===== src/rtl/mult_seq_if.sv =====
// Request/response bundle between the datapath and the multiplier sequencer.
// The datapath is the master: it offers operand pairs and consumes products.
interface mult_seq_if #(
  parameter int TAG_W = 4
);
  logic             req_valid_in;
  logic             req_ready_out;
  logic [7:0]       req_a_in;
  logic [7:0]       req_b_in;
  logic [TAG_W-1:0] req_tag_in;
  logic             rsp_valid_out;
  logic             rsp_ready_in;
  logic [15:0]      rsp_y_out;
  logic [TAG_W-1:0] rsp_tag_out;

  modport master (
    output req_valid_in, req_a_in, req_b_in, req_tag_in, rsp_ready_in,
    input  req_ready_out, rsp_valid_out, rsp_y_out, rsp_tag_out
  );

  modport slave (
    input  req_valid_in, req_a_in, req_b_in, req_tag_in, rsp_ready_in,
    output req_ready_out, rsp_valid_out, rsp_y_out, rsp_tag_out
  );
endinterface


===== src/rtl/mult_seq.sv =====
// Buffers operand pairs in a small FIFO and runs them one at a time through an
// external shift-and-add multiplier; zero operands skip the multiplier entirely.
module mult_seq #(
  parameter int DEPTH = 4,
  parameter int TAG_W = 4
) (
  input  logic        clk_in,
  input  logic        rst_in,
  mult_seq_if.slave   bus,
  output logic [7:0]  mul_a_out,
  output logic [7:0]  mul_b_out,
  output logic        mul_start_out,
  input  logic        mul_busy_in,
  input  logic [15:0] mul_y_in
);
  localparam int PTR_W = $clog2(DEPTH);
  localparam int ENT_W = 16 + TAG_W;
  localparam logic [PTR_W:0] FULL_CNT = (PTR_W+1)'(DEPTH);

  typedef enum logic [2:0] {IDLE, START, WAIT_HI, WAIT_LO, RESP} state_t;

  state_t           r_state;
  state_t           w_next;
  logic [ENT_W-1:0] r_mem [DEPTH];
  logic [PTR_W-1:0] r_wr_ptr;
  logic [PTR_W-1:0] r_rd_ptr;
  logic [PTR_W:0]   r_count;
  logic [7:0]       r_mul_a;
  logic [7:0]       r_mul_b;
  logic [15:0]      r_rsp_y;
  logic [TAG_W-1:0] r_rsp_tag;

  logic             w_push;
  logic             w_pop;
  logic             w_zero;
  logic             w_ready;
  logic             w_start;
  logic             w_rsp_valid;
  logic [7:0]       w_head_a;
  logic [7:0]       w_head_b;
  logic [TAG_W-1:0] w_head_tag;

  // Ready depends only on occupancy, so a same-cycle pop never unblocks a full FIFO.
  assign w_ready = (r_count != FULL_CNT);
  assign w_push  = bus.req_valid_in && w_ready;
  assign w_pop   = (r_state == IDLE) && (r_count != '0);
  assign {w_head_a, w_head_b, w_head_tag} = r_mem[r_rd_ptr];
  assign w_zero  = (w_head_a == 8'd0) || (w_head_b == 8'd0);

  always_ff @(posedge clk_in) begin
    if (w_push) r_mem[r_wr_ptr] <= {bus.req_a_in, bus.req_b_in, bus.req_tag_in};
  end

  always_ff @(posedge clk_in or posedge rst_in) begin
    if (rst_in) begin
      r_wr_ptr <= '0;
      r_rd_ptr <= '0;
      r_count  <= '0;
    end else begin
      if (w_push) r_wr_ptr <= r_wr_ptr + PTR_W'(1);
      if (w_pop)  r_rd_ptr <= r_rd_ptr + PTR_W'(1);
      case ({w_push, w_pop})
        2'b10:   r_count <= r_count + 1'b1;
        2'b01:   r_count <= r_count - 1'b1;
        default: r_count <= r_count;
      endcase
    end
  end

  always_ff @(posedge clk_in or posedge rst_in) begin
    if (rst_in) r_state <= IDLE;
    else        r_state <= w_next;
  end

  always_comb begin
    w_next      = r_state;
    w_start     = 1'b0;
    w_rsp_valid = 1'b0;
    case (r_state)
      IDLE:    if (r_count != '0) w_next = w_zero ? RESP : START;
      START: begin
        w_start = 1'b1;
        w_next  = WAIT_HI;
      end
      WAIT_HI: if (mul_busy_in) w_next = WAIT_LO;
      WAIT_LO: if (!mul_busy_in) w_next = RESP;
      RESP: begin
        w_rsp_valid = 1'b1;
        if (bus.rsp_ready_in) w_next = IDLE;
      end
      default: w_next = IDLE;
    endcase
  end

  // Operands stay on the multiplier until the next launch; result held through RESP.
  always_ff @(posedge clk_in or posedge rst_in) begin
    if (rst_in) begin
      r_mul_a   <= '0;
      r_mul_b   <= '0;
      r_rsp_y   <= '0;
      r_rsp_tag <= '0;
    end else begin
      if (w_pop) begin
        r_rsp_tag <= w_head_tag;
        if (w_zero) begin
          r_rsp_y <= '0;
        end else begin
          r_mul_a <= w_head_a;
          r_mul_b <= w_head_b;
        end
      end
      if ((r_state == WAIT_LO) && !mul_busy_in) r_rsp_y <= mul_y_in;
    end
  end

  assign bus.req_ready_out = w_ready;
  assign bus.rsp_valid_out = w_rsp_valid;
  assign bus.rsp_y_out     = r_rsp_y;
  assign bus.rsp_tag_out   = r_rsp_tag;
  assign mul_a_out         = r_mul_a;
  assign mul_b_out         = r_mul_b;
  assign mul_start_out     = w_start;
endmodule


===== src/flat_wrapper.sv =====
// flat-port wrapper written by rule: the top's interface ports become plain ports
module mult_seq_flat 
#(
  parameter int DEPTH = 4,
  parameter int TAG_W = 4
)
  (clk_in, rst_in, mul_a_out, mul_b_out, mul_start_out, mul_busy_in, mul_y_in, bus_req_valid_in, bus_req_a_in, bus_req_b_in, bus_req_tag_in, bus_rsp_ready_in, bus_req_ready_out, bus_rsp_valid_out, bus_rsp_y_out, bus_rsp_tag_out);
  mult_seq_if #(.TAG_W(TAG_W)) bus_i ();
  input  logic clk_in;
  input  logic rst_in;
  output logic [7:0] mul_a_out;
  output logic [7:0] mul_b_out;
  output logic mul_start_out;
  input  logic mul_busy_in;
  input  logic [15:0] mul_y_in;
  input wire logic [$bits(bus_i.req_valid_in)-1:0] bus_req_valid_in;
  input wire logic [$bits(bus_i.req_a_in)-1:0] bus_req_a_in;
  input wire logic [$bits(bus_i.req_b_in)-1:0] bus_req_b_in;
  input wire logic [$bits(bus_i.req_tag_in)-1:0] bus_req_tag_in;
  input wire logic [$bits(bus_i.rsp_ready_in)-1:0] bus_rsp_ready_in;
  output wire logic [$bits(bus_i.req_ready_out)-1:0] bus_req_ready_out;
  output wire logic [$bits(bus_i.rsp_valid_out)-1:0] bus_rsp_valid_out;
  output wire logic [$bits(bus_i.rsp_y_out)-1:0] bus_rsp_y_out;
  output wire logic [$bits(bus_i.rsp_tag_out)-1:0] bus_rsp_tag_out;
  assign bus_i.req_valid_in = bus_req_valid_in;
  assign bus_i.req_a_in = bus_req_a_in;
  assign bus_i.req_b_in = bus_req_b_in;
  assign bus_i.req_tag_in = bus_req_tag_in;
  assign bus_i.rsp_ready_in = bus_rsp_ready_in;
  assign bus_req_ready_out = bus_i.req_ready_out;
  assign bus_rsp_valid_out = bus_i.rsp_valid_out;
  assign bus_rsp_y_out = bus_i.rsp_y_out;
  assign bus_rsp_tag_out = bus_i.rsp_tag_out;
  mult_seq #(.DEPTH(DEPTH), .TAG_W(TAG_W)) u_core (.clk_in(clk_in), .rst_in(rst_in), .bus(bus_i), .mul_a_out(mul_a_out), .mul_b_out(mul_b_out), .mul_start_out(mul_start_out), .mul_busy_in(mul_busy_in), .mul_y_in(mul_y_in));
endmodule

===== config.mk =====
export PLATFORM = sky130hd
export DESIGN_NAME = mult_seq_flat
export DESIGN_NICKNAME = d
export VERILOG_FILES = /design/src/rtl/mult_seq_if.sv /design/src/rtl/mult_seq.sv /design/src/flat_wrapper.sv
export SDC_FILE = /design/constraint.sdc
export NUM_CORES = 1
export LEC_CHECK = 0
export BUFFER_PORTS_ARGS = -buffer_cell sky130_fd_sc_hd__buf_2
export CAP_MARGIN = 20
export CORE_UTILIZATION = 47
export DETAILED_ROUTE_END_ITERATION = 7
export GPL_TIMING_DRIVEN = 1
export PLACE_DENSITY_LB_ADDON = 0.25
export SKIP_LAST_GASP = 1
export SYNTH_ARGS = -nofsm -noshare
export SYNTH_HDL_FRONTEND = slang
export SYNTH_SLANG_ARGS = --single-unit

===== constraint.sdc =====
create_clock -name clk_in -period 2.8 [get_ports clk_in]
set_clock_uncertainty 0.2 [all_clocks]
set_input_delay 0.28 -clock clk_in [delete_from_list [all_inputs] [get_ports clk_in]]
set_output_delay 0.28 -clock clk_in [all_outputs]
set_load 0.01 [all_outputs]

### Word-level counts from Yosys, hierarchy flattened

Memories as Yosys holds them, arrays and structs flattened.
Index checks and enable logic that the tools add are counted.

| storage, ports and cells | value |
|---|---|
| register bits | 46 |
| latch bits | 0 |
| bits in writable memories | 80 |
| bits in read-only memories | 0 |
| input bits | 41 |
| word-level logic and storage cells | 54 |
| memories kept | 1 |

Memories:

| name | words | bits a word | rd ports | clocked after Yosys merged registers in | wr ports | RTL line | text |
|---|---|---|---|---|---|---|---|
| u_core.r_mem | 4 | 20 | 1 | 0 | 1 | mult_seq.sv:24 | `logic [ENT_W-1:0] r_mem [DEPTH];` |

| operators by class | value |
|---|---|
| $add $sub $neg | 4 |
| multiply operators | 0 |
| div/mod/pow operators | 0 |
| magnitude comparators | 0 |
| eq/ne operators | 11 |
| shift operators | 0 |
| multiplexer cells | 14 |
| bitwise operators | 1 |
| reduce and logical (&&, ||, !) cells | 15 |

Operators with widths:

| kind | number |
|---|---|
| 16-bit two-way mux | 3 |
| 8-bit logical NOT | 2 |
| 3-bit two-way mux | 5 |
| 3-bit one-hot mux with 5 select lines | 1 |
| 2-bit != test, second input constant | 4 |
| 3-bit by 2-bit == test with 1-bit output, second input constant | 2 |
| 3-bit one-hot mux with 2 select lines | 1 |
| 2-bit nonzero test | 3 |
| 2-bit by 1-bit adder with 2-bit output, second input constant | 2 |
| 1-bit two-way mux | 4 |
| 2-bit AND reduction | 2 |
| 4-bit AND reduction | 1 |
| 3-bit by 1-bit adder with 3-bit output, second input constant | 1 |
| 3-bit by 1-bit == test with 1-bit output, second input constant | 1 |
| 3-bit == test, second input constant | 1 |
| 1-bit logical AND | 3 |
| 3-bit logical NOT | 1 |
| 3-bit != test, second input constant | 1 |
| 3-bit nonzero test | 1 |
| 3-bit by 1-bit subtractor with 3-bit output, second input constant | 1 |
| 2-bit by 1-bit == test with 1-bit output, second input constant | 1 |
| 2-bit == test, second input constant | 1 |
| 1-bit logical NOT | 1 |
| 1-bit logical OR | 1 |
| 1-bit NOT | 1 |

### Logic depth before layout (Yosys ltp)

Gate-level depths: netlist of run 1.
An unclocked memory read counts as a cell.

| logic depth | value |
|---|---|
| depth after elaboration | 6 |
| depth in mapped cells | 9 |
| depth with buffers taken out | 9 |

### Least setup slack after synthesis of run 1

OpenSTA, ideal clock, no wires.

| timing path | value |
|---|---|
| path type | reg2reg |
| start | reg u_core.r_rd_ptr[0] |
| end | reg u_core.r_mul_a[0], in the netlist u_core.mul_a_out[0] |
| arrival | 2.183 ns |
| slack | 0.292 ns |
| stages on the path, launching flop included | 8 |
| buffers on the path | 2 |
| cells stage by stage | dfrtp_1 -> buf_6 -> mux4_2 -> nor4_1 -> a22oi_1 -> nand2_4 -> buf_12 -> mux2_4 |

| on the way | value |
|---|---|
| word-level cells in the longest chain between the ends | 5 |
| elaborated cells on any way between the ends | 6 |
| classes of those cells | bitwise: 1; reduce/logical: 4; memory: 1 |

Ends and longest elaborated chain:

| element | RTL line | text |
|---|---|---|
| start: declaration | mult_seq.sv:26 | `logic [PTR_W-1:0] r_rd_ptr;` |
| start signal: assignment | mult_seq.sv:61 | `if (w_pop) r_rd_ptr <= r_rd_ptr + PTR_W'(1);` |
| memory read 4 x 20 bit * | n/a |  |
| 8-bit logical NOT | mult_seq.sv:48 | `assign w_zero = (w_head_a == 8'd0) \|\| (w_head_b == 8'd0);` |
| 1-bit logical OR | mult_seq.sv:48 |  |
| 1-bit NOT (no line) | n/a |  |
| 2-bit AND reduction (no line) | n/a |  |
| end signal: assignment | mult_seq.sv:108 | `r_mul_a <= w_head_a;` |
| end: declaration | mult_seq.sv:28 | `logic [7:0] r_mul_a;` |

Every way passes the cells marked *; elsewhere a longest branch is shown, timed or not.
A chain may end at the register's enable or synchronous reset.

### Worst setup path after layout of run 1

| timing path | value |
|---|---|
| start | reg u_core.r_rd_ptr[0] |
| end | reg u_core.r_mul_b[2], in the netlist u_core.mul_b_out[2] |

| on the way | value |
|---|---|
| word-level cells in the longest chain between the ends | 5 |
| elaborated cells on any way between the ends | 6 |
| classes of those cells | bitwise: 1; reduce/logical: 4; memory: 1 |

Ends and longest elaborated chain:

| element | RTL line | text |
|---|---|---|
| memory read 4 x 20 bit * | n/a |  |
| 8-bit logical NOT | mult_seq.sv:48 |  |
| 1-bit logical OR | mult_seq.sv:48 |  |
| 1-bit NOT (no line) | n/a |  |
| 2-bit AND reduction (no line) | n/a |  |
| end signal: assignment | mult_seq.sv:109 | `r_mul_b <= w_head_b;` |
| end: declaration | mult_seq.sv:29 | `logic [7:0] r_mul_b;` |

Marked as above.

==> run summary, run 1 <==
Status -> finished, final reports clean
Place WS -> -0.07046 ns
Register area share after synthesis -> 73.12%
Final min period -> 2.747 ns
Max incr delay on CP -> 0.61 ns
Avg Inst Size Synth -> 20.25 um^2
H-tree depth -> 4
Vias per cell -> 5.139
Initial DRC count -> 149
Worst Max-Slew Pin Slew -> 0.7209 ns
Synth area leader -> edfxtp_1
P_leak -> 2.732 nW
Starting density of the core -> 49.04%
Complex-gate fraction of the synthesized area -> 3.682%
IO Count -> 80
Placed instance area -> 5456 um^2
Largest family of logic cells by synthesized area -> multiplexers
PortBufs -> 79
Synth Instances -> 240
Area fraction of the dominant cell type after synthesis -> 49.43%
Total GRT Usage -> 18.85%
Clk slew on worst S/H paths -> 0.06 ns
Largest net degree at the start of global routing -> 47
P&R area growth vs syn -> 36.53%
Site Rows -> 36
Post-synthesis cell type count -> 31
Worst vdd ir -> 0.5007 mV
CP Class -> reg2reg
MaxCap Viol Count -> 0
Number of fill cells in the layout -> 658
Routed WL per cell -> 17.74 um
CTS tree -> built
Die width -> 103.7 um
DRT Wirelength -> 9439 um
Global-route wire length before repair -> 15000 um
Diodes inserted -> 0
Cells along the critical path -> buf_4 -> mux4_1 -> nor4_2 -> a22oi_1 -> nand2_4 -> buf_12 -> mux2_2
Detailed-route via count -> 2734
Worst Slack Setup Final -> 0.05302 ns
Non-Filler Instances -> 532
Post-Place Cells -> 455
Core Region -> 9910 um^2
CP arrival -> 2.93 ns
Power Density -> 1163 nW/um^2
Flops & latches, synth -> 126
Simple-Gate Fraction of Synth Area -> 3.115%
Layout cells sized above 1 -> 42.86%
First-pass DRT Iterations -> 4
Worst EP required -> 2.98 ns
Max clock buf depth -> 2
Num Clock Sinks -> 126
Synth area leaders -> edfxtp_1, dfrtp_1, mux4_2, mux2_4, a22o_1
Worst skew pair latency -> 0.51 ns
Post-DP HPWL -> 5473 um
Hold slack -> 0.2933 ns
Mux contribution to synthesized area -> 15.42%
Final instance area -> 6635 um^2
Commonest non-fill, non-tap cell in the layout -> edfxtp_1
DIE HEIGHT -> 103.7 um
Critical-path maximum fanout -> 8
Initial antenna violation count -> 0
Synth Area in XOR/XNOR -> 1.081%
Cell area after synthesis -> 4860 um^2
CP max-delay cell -> mux4_1
Gr ovfl total -> 0
Syn Nets -> 287
DRC -> 0
Vias in the first global route -> 2925
Adder-cell share of the synthesized area -> 1.699%
Die area -> 10750 um^2
DRT antenna net count -> 0
CTS root buf -> clkbuf_8
Ys Warns -> 0
Nets -> 433
HP Class -> reg2reg
Slew Limit Fails -> 0
Tcrit/Tclk final -> 98.11%
F_max -> 364.0 MHz
Final-report hold violation count -> 0
Worst Setup End Kind -> register
RD Place Congestion -> 0.7354
Final setup TNS -> 0 ns
Final setup viols -> 0
CP Launch Type -> register
Max_slew headroom -> 51.94%
Commonest cells after routing, fill and taps aside -> edfxtp_1, buf_2, dfrtp_1
CTS Buf Count -> 17
per-stage QoR:
step	total power, W	util [%]
5_1_grt	0.008088	66.96
6_report	0.007715	66.96
4_1_cts	0.007732	66.30
3_3_place_gp	0.005065	55.06
2_1_floorplan	0.004409	-
3_5_place_dp	0.005120	55.06
layer usage:
layer / GRT usage, % / part of all wire, % / wire length (um)
met5: 0 / 0 / 0
met4: 7.449 / 0.96 / 91
met3: 5.601 / 4.9 / 460
met2: 29.72 / 48 / 4558
met1: 24.75 / 46 / 4329
report_power, final:
group / leakage [nW] / internal [W] / switching (W) / total (W)
Clock: 0.319 / 0.00165 / 0.000788 / 0.00244
Sequential: 1.29 / 0.00259 / 0.000284 / 0.00287
Combinational: 1.12 / 0.00126 / 0.00115 / 0.00241
flip-flops by register name (all words and copies together), names as in the netlist, 3 cells and up:
signal                  flops
u_core.bus.rsp_tag_out      4
u_core.r_mem               80
u_core.bus.rsp_y_out       16
u_core.r_state              3
u_core.mul_b_out            8
u_core.r_count              3
u_core.mul_a_out            8
final timing paths:
check,from,to,cells past startpoint,slack (ns)
worst min register to register,u_core.bus.rsp_y_out[11],u_core.bus.rsp_y_out[11],1,0.29
max in group asynchronous,rst_in,u_core.mul_b_out[2],5,1.41
worst max register to register,u_core.r_rd_ptr[0],u_core.mul_b_out[2],7,0.05
worst min-delay path,u_core.bus.rsp_y_out[11],u_core.bus.rsp_y_out[11],1,0.29
worst max-delay path,u_core.r_rd_ptr[0],u_core.mul_b_out[2],7,0.05
min in group asynchronous,rst_in,u_core.mul_a_out[5],4,0.55
final cells by class:
class	instances	area, um^2	share of cell area (%)
multi-input cells	99	1250	18.84
clock inverters	14	239.0	3.602
well taps	133	166.4	2.508
flip-flops and latches	126	3553	53.55
repair buffers	135	972.2	14.65
inverters	7	26.28	0.3960
clock buffers	18	427.9	6.449
critical path, delay by kind of cell, from the launching register on:
kind / cells / cell delay [ns]
multiplexers: 2 / 0.95
AND/OR/NAND/NOR: 2 / 0.53
flip-flops: 1 / 0.41
buffers and inverters: 2 / 0.32
AO/OA/AOI/OAI: 1 / 0.21
Yosys cell counts:
master and instances:
mux4_2 16, mux2i_1 1, mux4_1 4, nor3b_1 1
a22o_2 1, o21ai_1 1, nor2_1 4, nor4_1 3
nand2_1 4, fa_1 1, edfxtp_1 80, ha_1 5
buf_6 2, nor3_1 4, nand3_1 1, nor4_4 1
clkbuf_1 4, nand2_4 1, a21oi_2 1, buf_4 1
nor4_2 1, mux2_4 10, xnor2_1 3, mux2_2 11
inv_1 7, and3_1 4, a22o_1 16, xor2_1 3
a22oi_1 2, buf_12 1, dfrtp_1 46
cell families (layout without fill, tap and decap cells):
kind of cell | count (synthesis) | in the layout
compound gates | 21 | 21
xor+xnor | 6 | 6
fa+ha+maj | 6 | 6
buf+inv | 15 | 174
flops | 126 | 126
mux | 42 | 42
simple gates | 24 | 24
what timing repair did:
action | CTS | global route
setup buffers | 2 | 0
pin swaps | 1 | 0
setup endpoints to repair | 16 | 16
hold buffers | 40 | 1
endpoints found under the hold margin | 147 | 4
resized for setup | 1 | 3
Power figures use the tool's default switching activity.
==> inputs of run 2 (changes only) <==
- CORE_ASPECT_RATIO: not set -> 0.5
- CORE_UTILIZATION: 47 -> 51
==> run 2 against run 1 <==
Sequential cell count unchanged. First-iteration DRC count did not move. Design area fell by 2.1%. Critical path depth unchanged. Non-clock buffer count down 3. Via count increased by 0.59%. Critical endpoint is now u_core.mul_b_out[4]. Largest cell class unchanged. Largest power group unchanged.
==> run summary, run 2 (synthesized netlist as in run 1, its figures left out) <==
Critical-path maximum fanout -> 19
PortBufs -> 79
CTS Buf Count -> 17
Number of flip-flops in the largest register -> 80
CP arrival -> 2.82 ns
H-tree depth -> 4
Largest net degree at the start of global routing -> 47
Die width -> 140.1 um
Worst skew pair latency -> 0.41 ns
P_leak -> 2.671 nW
Site Rows -> 24
P&R area growth vs syn -> 33.63%
Reg power frac -> 38.7%
Power Density -> 1146 nW/um^2
Worst path bufs/invs -> 2
Detailed-route via count -> 2750
Initial antenna violation count -> 0
First-pass DRT Iterations -> 4
Max incr delay on CP -> 0.59 ns
Max_slew headroom -> 54.39%
Commonest non-fill, non-tap cell in the layout -> edfxtp_1
Total GRT Usage -> 21.58%
CP Launch Type -> register
Worst Max-Slew Pin Slew -> 0.6842 ns
Nets -> 430
Worst vdd ir -> 0.5924 mV
Sw frac -> 29.81%
Worst EP required -> 2.89 ns
RD Place Congestion -> 0.7220
Num Clock Sinks -> 126
Final setup viols -> 0
CP top delay family -> multiplexers
Commonest cells after routing, fill and taps aside -> edfxtp_1, buf_2, dfrtp_1
Die area -> 9947 um^2
Starting density of the core -> 54.12%
CP max-delay cell -> mux4_2
Vias per cell -> 5.361
DRT antenna net count -> 0
DIE HEIGHT -> 71.03 um
Cell mode on critical path -> buf_12
HP Class -> in2reg
CTS tree -> built
Hold slack -> 0.06810 ns
Routed WL per cell -> 19.31 um
Vias in the first global route -> 2943
Global-route wire length before repair -> 15170 um
Diodes inserted -> 0
IO Count -> 80
Most flops, register -> u_core.r_mem
Worst Setup End Kind -> register
Clk slew on worst S/H paths -> 0.05 ns
Clk pwr share -> 28.9%
Post-DP HPWL -> 5790 um
Final setup TNS -> 0 ns
Pint -> 0.005223 W
DRC -> 0
MaxCap Viol Count -> 0
Final-report hold violation count -> 0
DRT Wirelength -> 9904 um
Core Region -> 8979 um^2
Combinational Power Share -> 32.4%
CP Class -> reg2reg
Max clock buf depth -> 2
Layout cells sized above 1 -> 42.68%
CTS root buf -> clkbuf_16
Net Switching -> 0.002218 W
Slew Limit Fails -> 0
Final min period -> 2.729 ns
Status -> finished, final reports clean
Gr ovfl total -> 0
Initial DRC count -> 149
F_max -> 366.4 MHz
Tcrit/Tclk final -> 97.47%
Cells along the critical path -> buf_12 -> mux4_2 -> nor4_4 -> a22oi_1 -> nand2_4 -> buf_12 -> mux2_2
[run 2: cell types whose count changed in the layout (fill, tap and decap cells not counted), moves of 2 or more]
cell	previous run	this run
bufinv_16	6	3
clkinv_2	1	4
clkbuf_8	2	0
nor4_2	1	3
dlygate4sd3_1	41	39
clkbuf_1	0	4
[run 2: worst paths after layout]
path | start | endpoint | slack [ns] | depth (start not counted)
setup / recovery | u_core.r_rd_ptr[0] | u_core.mul_b_out[4] | 0.07 | 7
hold / removal | bus_req_valid_in | u_core.r_wr_ptr[0] | 0.07 | 3
setup reg to reg | u_core.r_rd_ptr[0] | u_core.mul_b_out[4] | 0.07 | 7
hold reg to reg | u_core.bus.rsp_y_out[13] | u_core.bus.rsp_y_out[13] | 0.29 | 1
max in group asynchronous | rst_in | u_core.bus.rsp_y_out[1] | 1.83 | 4
min in group asynchronous | rst_in | u_core.bus.rsp_y_out[15] | 0.11 | 3
[run 2: metal layers]
layer,global-route usage (%),vias up,share of wire [%]
li1,-,1245,-
met1,26.36,1386,43
met2,35.72,104,48
met3,6.567,15,6.4
met4,10.74,0,1.8
met5,0,-,0
[run 2: worst register-to-register path: stages (launching register included)]
cell	delay (ns)
dfrtp_1	0.39
buf_12	0.21
mux4_2	0.60
nor4_4	0.40
a22oi_1	0.20
nand2_4	0.14
buf_12	0.13
mux2_2	0.34
[run 2: layout make-up]
| type | instances | area (um^2) |
|---|---|---|
| tap | 117 | 146.4 |
| sequential | 126 | 3553 |
| multi-input combinational | 99 | 1244 |
| fill | 539 | 2485 |
| timing repair buffer | 132 | 940.9 |
| clock inverter | 11 | 142.6 |
| inverter | 7 | 26.28 |
| clock buffer | 21 | 440.4 |
[run 2: power by group through the flow]
stage	Combinational, W	Sequential, W	Clock, W
after floorplan	0.00145	0.00295	0
after global placement	0.00218	0.00287	0
after detailed placement	0.00226	0.00290	0
after CTS	0.00237	0.00288	0.00219
after global routing	0.00260	0.00293	0.00227
final	0.00241	0.00288	0.00215
[run 2: through the flow]
stage / std cells / setup WS [ns] / utilization [%] / area [um^2] / total power [W]
final: 513 / 0.07087 / 72.32 / 6494 / 0.007441
after global placement: 438 / 0.04974 / 60.60 / 5441 / 0.005048
after global routing: 513 / -0.005001 / 72.32 / 6494 / 0.007798
after detailed placement: 438 / -0.03627 / 60.60 / 5441 / 0.005159
after CTS: 512 / 0.02814 / 71.84 / 6450 / 0.007438
after floorplan: 240 / 0.2920 / - / 4860 / 0.004409
[run 2: repair_timing]
| item | 4_1_cts | 5_1_grt |
|---|---|---|
| hold buffers | 39 | 0 |
| setup endpoints to repair | 6 | 16 |
| gates resized for setup | 0 | 5 |
| pin swaps | 1 | 0 |
| hold endpoints to repair | 144 | 0 |
| buffers inserted | 3 | 0 |
